===== src/rtl/hawk_pkg.sv =====
// Shared types and defaults for the hawk AXI master arbiter.
package hawk_pkg;

   typedef enum logic [1:0] {
      ARB_OWN    = 2'd0,
      ARB_DRAIN  = 2'd1,
      ARB_SWITCH = 2'd2
   } hawk_arb_state_t;

   localparam int HAWK_QUANTUM_DFLT = 64;

endpackage


===== src/rtl/hawk_ost_ctr.sv =====
// Outstanding-transaction up/down counter with zero/full flags.
// With HAWK_ARB_ERR_CHK_EN an underflow flag is added and the count holds at zero instead of wrapping.
module hawk_ost_ctr #(
   parameter int OST_W = 4
) (
   input  logic clk_i,
   input  logic rst_i,
   input  logic inc_i,
   input  logic dec_i,
   output logic zero_o,
   output logic full_o
`ifdef HAWK_ARB_ERR_CHK_EN
   ,
   output logic underflow_o
`endif
);

   localparam logic [OST_W-1:0] ONE_C = OST_W'(1'b1);

   logic [OST_W-1:0] cnt_q;
   logic [OST_W-1:0] cnt_d;

   // Simultaneous inc and dec cancel out.
   always_comb begin
      cnt_d = cnt_q;
      case ({inc_i, dec_i})
         2'b10: cnt_d = cnt_q + ONE_C;
         2'b01: begin
`ifdef HAWK_ARB_ERR_CHK_EN
            if (zero_o) begin
               cnt_d = cnt_q;
            end else begin
               cnt_d = cnt_q - ONE_C;
            end
`else
            cnt_d = cnt_q - ONE_C;
`endif
         end
         default: cnt_d = cnt_q;
      endcase
   end

   always_ff @(posedge clk_i or posedge rst_i) begin
      if (rst_i) begin
         cnt_q <= {OST_W{1'b0}};
      end else begin
         cnt_q <= cnt_d;
      end
   end

   assign zero_o = (cnt_q == {OST_W{1'b0}});
   assign full_o = &cnt_q;

`ifdef HAWK_ARB_ERR_CHK_EN
   assign underflow_o = dec_i & ~inc_i & zero_o;
`endif

endmodule


===== src/rtl/hawk_axi_mstr_arb.sv =====
// Transaction-aware two-master arbiter for the shared memory-controller AXI port.
// Optional HAWK_ARB_ERR_CHK_EN enables the sticky protocol-error flag on err_o.
module hawk_axi_mstr_arb
   import hawk_pkg::*;
#(
   parameter int OST_W   = 4,
   parameter int QUANTUM = HAWK_QUANTUM_DFLT,
   parameter int QNT_W   = 8
) (
   input  logic clk_i,
   input  logic rst_i,
   input  logic m0_req_i,
   input  logic m1_req_i,
   input  logic aw_valid_i,
   input  logic aw_ready_i,
   input  logic w_valid_i,
   input  logic w_ready_i,
   input  logic w_last_i,
   input  logic b_valid_i,
   input  logic b_ready_i,
   input  logic ar_valid_i,
   input  logic ar_ready_i,
   input  logic r_valid_i,
   input  logic r_ready_i,
   input  logic r_last_i,
   output logic mstr_sel_o,
   output logic addr_allow_o,
   output logic err_o
);

   localparam logic [QNT_W-1:0] QCNT_LAST_C = QNT_W'(QUANTUM - 1);
   localparam logic [QNT_W-1:0] QCNT_ONE_C  = QNT_W'(1'b1);

   hawk_arb_state_t state_q, state_d;
   logic             sel_q, sel_d;
   logic [QNT_W-1:0] qcnt_q, qcnt_d;

   logic       aw_fire_s, ar_fire_s, b_fire_s, w_last_fire_s, r_last_fire_s;
   logic [2:0] inc_s, dec_s, zero_s, full_s;
   logic       drained_s, own_req_s, oth_req_s;

   assign aw_fire_s     = aw_valid_i & aw_ready_i;
   assign ar_fire_s     = ar_valid_i & ar_ready_i;
   assign b_fire_s      = b_valid_i & b_ready_i;
   assign w_last_fire_s = w_valid_i & w_ready_i & w_last_i;
   assign r_last_fire_s = r_valid_i & r_ready_i & r_last_i;

   // Counter lanes: [0] write responses, [1] write data, [2] reads.
   assign inc_s = {ar_fire_s, aw_fire_s, aw_fire_s};
   assign dec_s = {r_last_fire_s, w_last_fire_s, b_fire_s};

`ifdef HAWK_ARB_ERR_CHK_EN
   logic [2:0] uf_s;
`endif

   for (genvar i = 0; i < 3; i++) begin : g_ctr
      hawk_ost_ctr #(.OST_W(OST_W)) u_ctr (
         .clk_i       (clk_i),
         .rst_i       (rst_i),
         .inc_i       (inc_s[i]),
         .dec_i       (dec_s[i]),
         .zero_o      (zero_s[i]),
         .full_o      (full_s[i])
`ifdef HAWK_ARB_ERR_CHK_EN
         ,
         .underflow_o (uf_s[i])
`endif
      );
   end

   assign drained_s = &zero_s;
   assign own_req_s = sel_q ? m1_req_i : m0_req_i;
   assign oth_req_s = sel_q ? m0_req_i : m1_req_i;

   // Ownership FSM: hand over immediately when the owner is idle on a drained port,
   // otherwise after the hold quantum expires and the port drains.
   always_comb begin
      state_d      = state_q;
      sel_d        = sel_q;
      qcnt_d       = qcnt_q;
      addr_allow_o = 1'b0;
      case (state_q)
         ARB_OWN: begin
            addr_allow_o = ~|full_s;
            if (oth_req_s && !own_req_s && drained_s) begin
               state_d = ARB_SWITCH;
               qcnt_d  = {QNT_W{1'b0}};
            end else if (oth_req_s) begin
               if (qcnt_q == QCNT_LAST_C) begin
                  state_d = ARB_DRAIN;
               end else begin
                  qcnt_d = qcnt_q + QCNT_ONE_C;
               end
            end else begin
               qcnt_d = {QNT_W{1'b0}};
            end
         end
         ARB_DRAIN: begin
            if (drained_s) begin
               state_d = ARB_SWITCH;
            end else begin
               state_d = ARB_DRAIN;
            end
         end
         ARB_SWITCH: begin
            sel_d   = ~sel_q;
            qcnt_d  = {QNT_W{1'b0}};
            state_d = ARB_OWN;
         end
         default: begin
            state_d = ARB_OWN;
            qcnt_d  = {QNT_W{1'b0}};
         end
      endcase
   end

   always_ff @(posedge clk_i or posedge rst_i) begin
      if (rst_i) begin
         state_q <= ARB_OWN;
         sel_q   <= 1'b0;
         qcnt_q  <= {QNT_W{1'b0}};
      end else begin
         state_q <= state_d;
         sel_q   <= sel_d;
         qcnt_q  <= qcnt_d;
      end
   end

   assign mstr_sel_o = sel_q;

`ifdef HAWK_ARB_ERR_CHK_EN
   logic err_q;

   // Sticky until reset: counter underflow or an address fire while address issue is blocked.
   always_ff @(posedge clk_i or posedge rst_i) begin
      if (rst_i) begin
         err_q <= 1'b0;
      end else if ((|uf_s) || ((aw_fire_s || ar_fire_s) && !addr_allow_o)) begin
         err_q <= 1'b1;
      end else begin
         err_q <= err_q;
      end
   end

   assign err_o = err_q;
`else
   assign err_o = 1'b0;
`endif

endmodule

===== config.mk =====
export PLATFORM = sky130hd
export DESIGN_NAME = hawk_axi_mstr_arb
export DESIGN_NICKNAME = d
export VERILOG_FILES = /design/src/rtl/hawk_pkg.sv /design/src/rtl/hawk_ost_ctr.sv /design/src/rtl/hawk_axi_mstr_arb.sv
export SDC_FILE = /design/constraint.sdc
export NUM_CORES = 1
export LEC_CHECK = 0
export CAP_MARGIN = 20
export CORE_MARGIN = 3
export CORE_UTILIZATION = 40
export CTS_CLUSTER_SIZE = 14
export DETAILED_ROUTE_END_ITERATION = 10
export HOLD_SLACK_MARGIN = 0.03
export REMOVE_ABC_BUFFERS = 1
export SETUP_SLACK_MARGIN = 0.15
export SKIP_CTS_REPAIR_TIMING = 1
export SYNTH_ARGS = -nofsm -noshare
export SYNTH_HDL_FRONTEND = slang
export SYNTH_SLANG_ARGS = --single-unit
export TNS_END_PERCENT = 30

===== constraint.sdc =====
create_clock -name clk_i -period 2.5 [get_ports clk_i]
set_input_delay 0.5 -clock clk_i [delete_from_list [all_inputs] [get_ports clk_i]]
set_output_delay 0.5 -clock clk_i [all_outputs]
set_load 0.01 [all_outputs]

==> impl_metrics.tcl, run 1 <==
set metrics [dict create \
    cts_buffer_depth 2 \
    cts_buffers 3 \
    drtPass1Iterations 4 \
    fp.coreArea_mm2 0.00374 \
    antenna_found_initial 0 \
    post_drt_wl_per_cell_um 14.0 \
    mostFrequentLayoutCells "dfrtp_1, clkdlybuf4s50_1, a21oi_1, xor2_1, nand2_1" \
    nets 206 \
    htree_levels 1 \
    dieArea_mm2 0.00477 \
    grt_pass1_wl_um 5820 \
    ys_types 46 \
    status "finished, final reports clean" \
    synth_cells 164 \
    clk_latency_ns 0.27 \
    worst-setup-path-type "input port to register" \
    finalPower_w 0.00138 \
    path_clk_slew_ns 0.08 \
    ys_seq_area_share_pct 36.1 \
    first_global_vias 1306 \
    cap_violations 0 \
    dp_hpwl_um 2350 \
    switching_share_pct 38.3 \
    skew_ns 0.00678 \
    fin_crit_sh_pct 83.3 \
    fmax_mhz 480 \
    die_w_um 69.1 \
    slew_viol_final 0 \
    track_usage_pct 14.5 \
    drive_gt1_share_pct 12.8 \
    synthTopCellsByArea "dfrtp_1, ha_1, xor2_1" \
    yosys.area.top_type_share_pct 36.1 \
    synth-seq-cells 23 \
    setup_tns_ns 0 \
    cts.sinks 23 \
    clockRootBuffer "clkbuf_8" \
    syn_to_final_growth_pct 15.3 \
    diodes 0 \
    place_ws_ns 0.124 \
    cts_tree "yes" \
    clock_power_share_pct 17.2 \
    intPower_w 0.000851 \
    hold_violations 0 \
    initial_core_util_pct 42.5 \
    arrival_ns 2.23 \
    die_h_um 69.1 \
    end_kind "register" \
    final_antenna_net_count 0 \
    std_cell_rows 22 \
    p_sw_w 0.000527 \
    setup_viol 0 \
    routabilityCongestion 0.832 \
    grt_max_degree 24 \
    leakagePower_nw 0.747 \
    layout.cells.non_filler 227 \
    ir_worst_vdd_uv 351 \
    ioPinCount 19 \
    worst-path-max-fanout 5 \
    powerDensity_mw_per_mm2 750 \
    overflow 0 \
    fillers 360 \
    dp.cells 223 \
    synth-edff-count 0 \
    synthArstFlopShare_pct 100 \
    synth_top_area_cell "dfrtp_1" \
    route.detailed.drc 0 \
    rsz0062_at_grt "no" \
    syn_avg_cell_area_um2 9.71 \
    port_buffers 17 \
    final_common_cell "dfrtp_1" \
    cp-start-kind "input port" \
    wl_um 3170 \
    vias_per_cell 5.68 \
    final_critical_path_setup_slack_ns 0.417 \
    finalCriticalPeriod_ns 2.08 \
    hold_class "register to register" \
    power_frac_comb_pct 30.4 \
    netlist_area_mm2 0.00159 \
    synth_flop_cell "dfrtp_1" \
    via_count 1289 \
    cp.required_ns 2.65 \
    yosysWarnings 0 \
    seqPwrFrac_pct 52.4 \
    first_iter_violations 93 \
]
## sequential cells by signal, summed over array words and instances (netlist names)
register and count:
g_ctr.u_ctr.cnt_q 12, qcnt_q 8, state_q 2, mstr_sel_o 1
## worst max-delay path: stages
cell,delay (ns)
clkdlybuf4s50_1,0.39
and3_1,0.20
ha_1,0.27
xor2_1,0.18
ha_1,0.19
a21oi_1,0.14
xor2_1,0.16
nor2_1,0.06
xor2_1,0.14
## routing by layer
metal  track usage [%]  part of all wire (%)  wire, um
met1              20.3                    48      1530
met2              21.7                    46      1460
met3              2.62                   4.1       130
met4              6.07                   1.5        47
met5                 0                     0         0
## kinds of logic (layout without fill, tap and decap cells)
group	after synthesis	in the layout	share of synthesized area (%)
buf+inv	11	26	4.16
simple gates	66	66	26.6
mux	3	3	2.12
other cells	1	1	0.235
fa+ha+maj	10	10	7.86
compound gates	34	34	14.1
xor+xnor	16	16	8.80
flops	23	23	36.1
## final cells by class
type                            count  area [um^2]  share of cell area (%)
Inverter                            3         11.3                   0.613
Tap cell                           48         60.1                    3.27
Clock inverter                      1         5.00                   0.272
Timing Repair Buffer               19          188                    10.2
Multi-Input combinational cell    130          951                    51.8
Sequential cell                    23          581                    31.6
Clock buffer                        3         41.3                    2.25
## power groups by stage
| stage | Combinational, W | Sequential, W | Clock, W |
|---|---|---|---|
| final | 0.000419 | 0.000722 | 0.000237 |
| after global routing | 0.000487 | 0.000750 | 0.000259 |
| after detailed placement | 0.000426 | 0.000722 | 0 |
| after global placement | 0.000409 | 0.000711 | 0 |
| after floorplan | 0.000324 | 0.000670 | 0 |
| after CTS | 0.000429 | 0.000716 | 0.000248 |
## worst paths after layout
check / startpoint / endpoint / slack (ns) / cells after the start
setup / recovery: r_valid_i / g_ctr[2].u_ctr.cnt_q[2] / 0.42 / 9
max in group asynchronous: rst_i / g_ctr[2].u_ctr.cnt_q[1] / 1.67 / 3
hold reg to reg: g_ctr[2].u_ctr.cnt_q[3] / g_ctr[2].u_ctr.cnt_q[3] / 0.52 / 1
setup reg to reg: qcnt_q[0] / qcnt_q[1] / 0.88 / 5
hold / removal: g_ctr[2].u_ctr.cnt_q[3] / g_ctr[2].u_ctr.cnt_q[3] / 0.52 / 1
min in group asynchronous: rst_i / state_q[0] / 0.57 / 3
## Yosys cell counts (3+ instances only)
master    instances
dfrtp_1          23
a21oi_1          12
nand2_1          12
xor2_1           12
ha_1             10
nor3_1           10
o21ai_0           7
nor2_1            6
nand3_1           5
nand4_1           5
and3_1            4
buf_4             4
xnor2_1           4
inv_1             3
mux2_2            3
nor2b_1           3
nor3b_1           3
o211ai_1          3
## metrics by stage
stage / instance area, um^2 / utilization [%] / hold WS, ns
finish: 1840 / 49.1 / 0.524
CTS: 1830 / 48.9 / 0.531
global route: 1840 / 49.1 / 0.548
detailed placement: 1780 / 47.6 / 0.506
floorplan: 1540 / - / 0.480
global placement: 1780 / 47.6 / 0.496
Power figures use the tool's default switching activity.
==> run 2, diff against run 1 <==
- clock period: 2.5 -> 1.7 ns (I/O delays scaled with it)
==> impl_metrics.tcl, run 2 (same netlist as run 1, synthesis figures left out) <==
set metrics [dict create \
    multi_input_area_mm2 0.00109 \
    die_h_um 69.1 \
    cts.sinks 23 \
    first_iter_violations 51 \
    setup_tns_ns 0 \
    track_usage_pct 14.4 \
    die_w_um 69.1 \
    placed_area_mm2 0.00197 \
    grt_pass1_wl_um 5780 \
    slew_viol_final 0 \
    wl_um 3650 \
    largest_reg_flops 12 \
    htree_levels 1 \
    fillers 337 \
    cts_tree "yes" \
    cp_num_buf_inv 1 \
    fp.coreArea_mm2 0.00374 \
    hold_violations 0 \
    hold_class "input port to asynchronous set/reset pin" \
    worstPathCellList "buf_4, nor4_4, o2111ai_4, a31o_1, o2bb2ai_1" \
    worst-path-stages 5 \
    p_sw_w 0.000928 \
    worst-setup-path-type "register to register" \
    end_kind "register" \
    switching_share_pct 37.8 \
    slowest_delay_ns 0.40 \
    cp-start-kind "register" \
    drive_gt1_share_pct 35.2 \
    cp.required_ns 1.86 \
    seqPwrFrac_pct 36.3 \
    power_frac_comb_pct 49.5 \
    grt_max_degree 24 \
    path_clk_slew_ns 0.09 \
    port_buffers 17 \
    finalPower_w 0.00246 \
    setup_viol 0 \
    dieArea_mm2 0.00477 \
    startpoint "g_ctr[2].u_ctr.cnt_q[2]" \
    cts_buffers 3 \
    diodes 0 \
    cts_buffer_depth 2 \
    std_cell_rows 22 \
    vias_per_cell 5.37 \
    top_regs "g_ctr.u_ctr.cnt_q: 12 flops, qcnt_q: 8 flops, state_q: 2 flops" \
    r2r_cells 5 \
    first_global_vias 1363 \
    antenna_found_initial 0 \
    r2r_slack_ns 0.10 \
    clockRootBuffer "clkbuf_8" \
    fin_crit_sh_pct 93.9 \
    cap_violations 0 \
    status "finished, final reports clean" \
    whs_ns 0.405 \
    regMostFlops "g_ctr.u_ctr.cnt_q" \
    syn_to_final_growth_pct 41.5 \
    fmax_mhz 627 \
    regArea_um2 577 \
    powerDensity_mw_per_mm2 1090 \
    routabilityCongestion 0.839 \
    route.detailed.drc 0 \
    skew_ns 0.00386 \
    r2r_end "qcnt_q[1]" \
    r2r_start "g_ctr[2].u_ctr.cnt_q[2]" \
    critPathSlowestCell "dfrtp_1" \
    nets 237 \
    clk_latency_ns 0.27 \
    drtPass1Iterations 4 \
    post_drt_wl_per_cell_um 14.1 \
    final_common_cell "buf_4" \
    rsz0062_at_grt "yes" \
    intPower_w 0.00153 \
    mostFrequentLayoutCells "buf_4, dfrtp_1, dlymetal6s2s_1" \
    overflow 0 \
    final_antenna_net_count 0 \
    finalCriticalPeriod_ns 1.60 \
    initial_core_util_pct 42.5 \
    cpLargestDelayFamily "compound AO/OA/AOI/OAI gates" \
    dp_hpwl_um 2510 \
    crit_end "qcnt_q[1]" \
    via_count 1386 \
    leakagePower_nw 1.02 \
    ir_worst_vdd_uv 588 \
    final_area_mm2 0.00225 \
    arrival_ns 1.76 \
    worst-path-max-fanout 6 \
    clock_power_share_pct 14.1 \
    ioPinCount 19 \
]
run 2: area by class of cell:
class,count,area share (%)
Clock buffer,3,1.83
Multi-Input combinational cell,130,48.5
Timing Repair Buffer,50,20.7
Inverter,3,0.500
Sequential cell,23,25.6
Tap cell,48,2.67
Clock inverter,1,0.222
run 2: routing by layer:
layer / track usage (%) / vias up / routed length, um
met2: 24.3 / 36 / 1890
li1: - / 692 / -
met1: 18.4 / 653 / 1590
met4: 5.21 / 0 / 46
met3: 2.48 / 5 / 116
met5: 0 / - / 0
run 2: worst min-delay path by stage:
stage | endpoint | from
2_1_floorplan | g_ctr[0].u_ctr.cnt_q[0] | rst_i
6_report | mstr_sel_o | rst_i
3_3_place_gp | g_ctr[1].u_ctr.cnt_q[3] | g_ctr[1].u_ctr.cnt_q[3]
5_1_grt | qcnt_q[6] | rst_i
4_1_cts | mstr_sel_o | rst_i
3_5_place_dp | g_ctr[1].u_ctr.cnt_q[3] | g_ctr[1].u_ctr.cnt_q[3]
run 2: worst reg2reg max path, stage by stage (launching register included):
cell       delay, ns
dfrtp_1         0.40
buf_4           0.17
nor4_4          0.33
o2111ai_4       0.21
a31o_1          0.25
o2bb2ai_1       0.13
run 2: metrics by stage:
| stage | utilization (%) | setup WS [ns] | std cells |
|---|---|---|---|
| 2_1_floorplan | - | -0.0104 | 156 |
| 3_3_place_gp | 52.6 | -0.383 | 248 |
| 3_5_place_dp | 52.6 | -0.450 | 248 |
| 4_1_cts | 53.9 | -0.282 | 252 |
| 5_1_grt | 60.2 | 0.0232 | 258 |
| 6_report | 60.2 | 0.104 | 258 |
run 2: power groups by stage:
stage / registers [W] / clock network [W] / logic [W]
after floorplan: 0.000986 / 0 / 0.000476
after global placement: 0.000874 / 0 / 0.000993
after detailed placement: 0.000882 / 0 / 0.00103
after CTS: 0.000872 / 0.000356 / 0.00104
after global routing: 0.000916 / 0.000392 / 0.00133
final: 0.000893 / 0.000348 / 0.00122
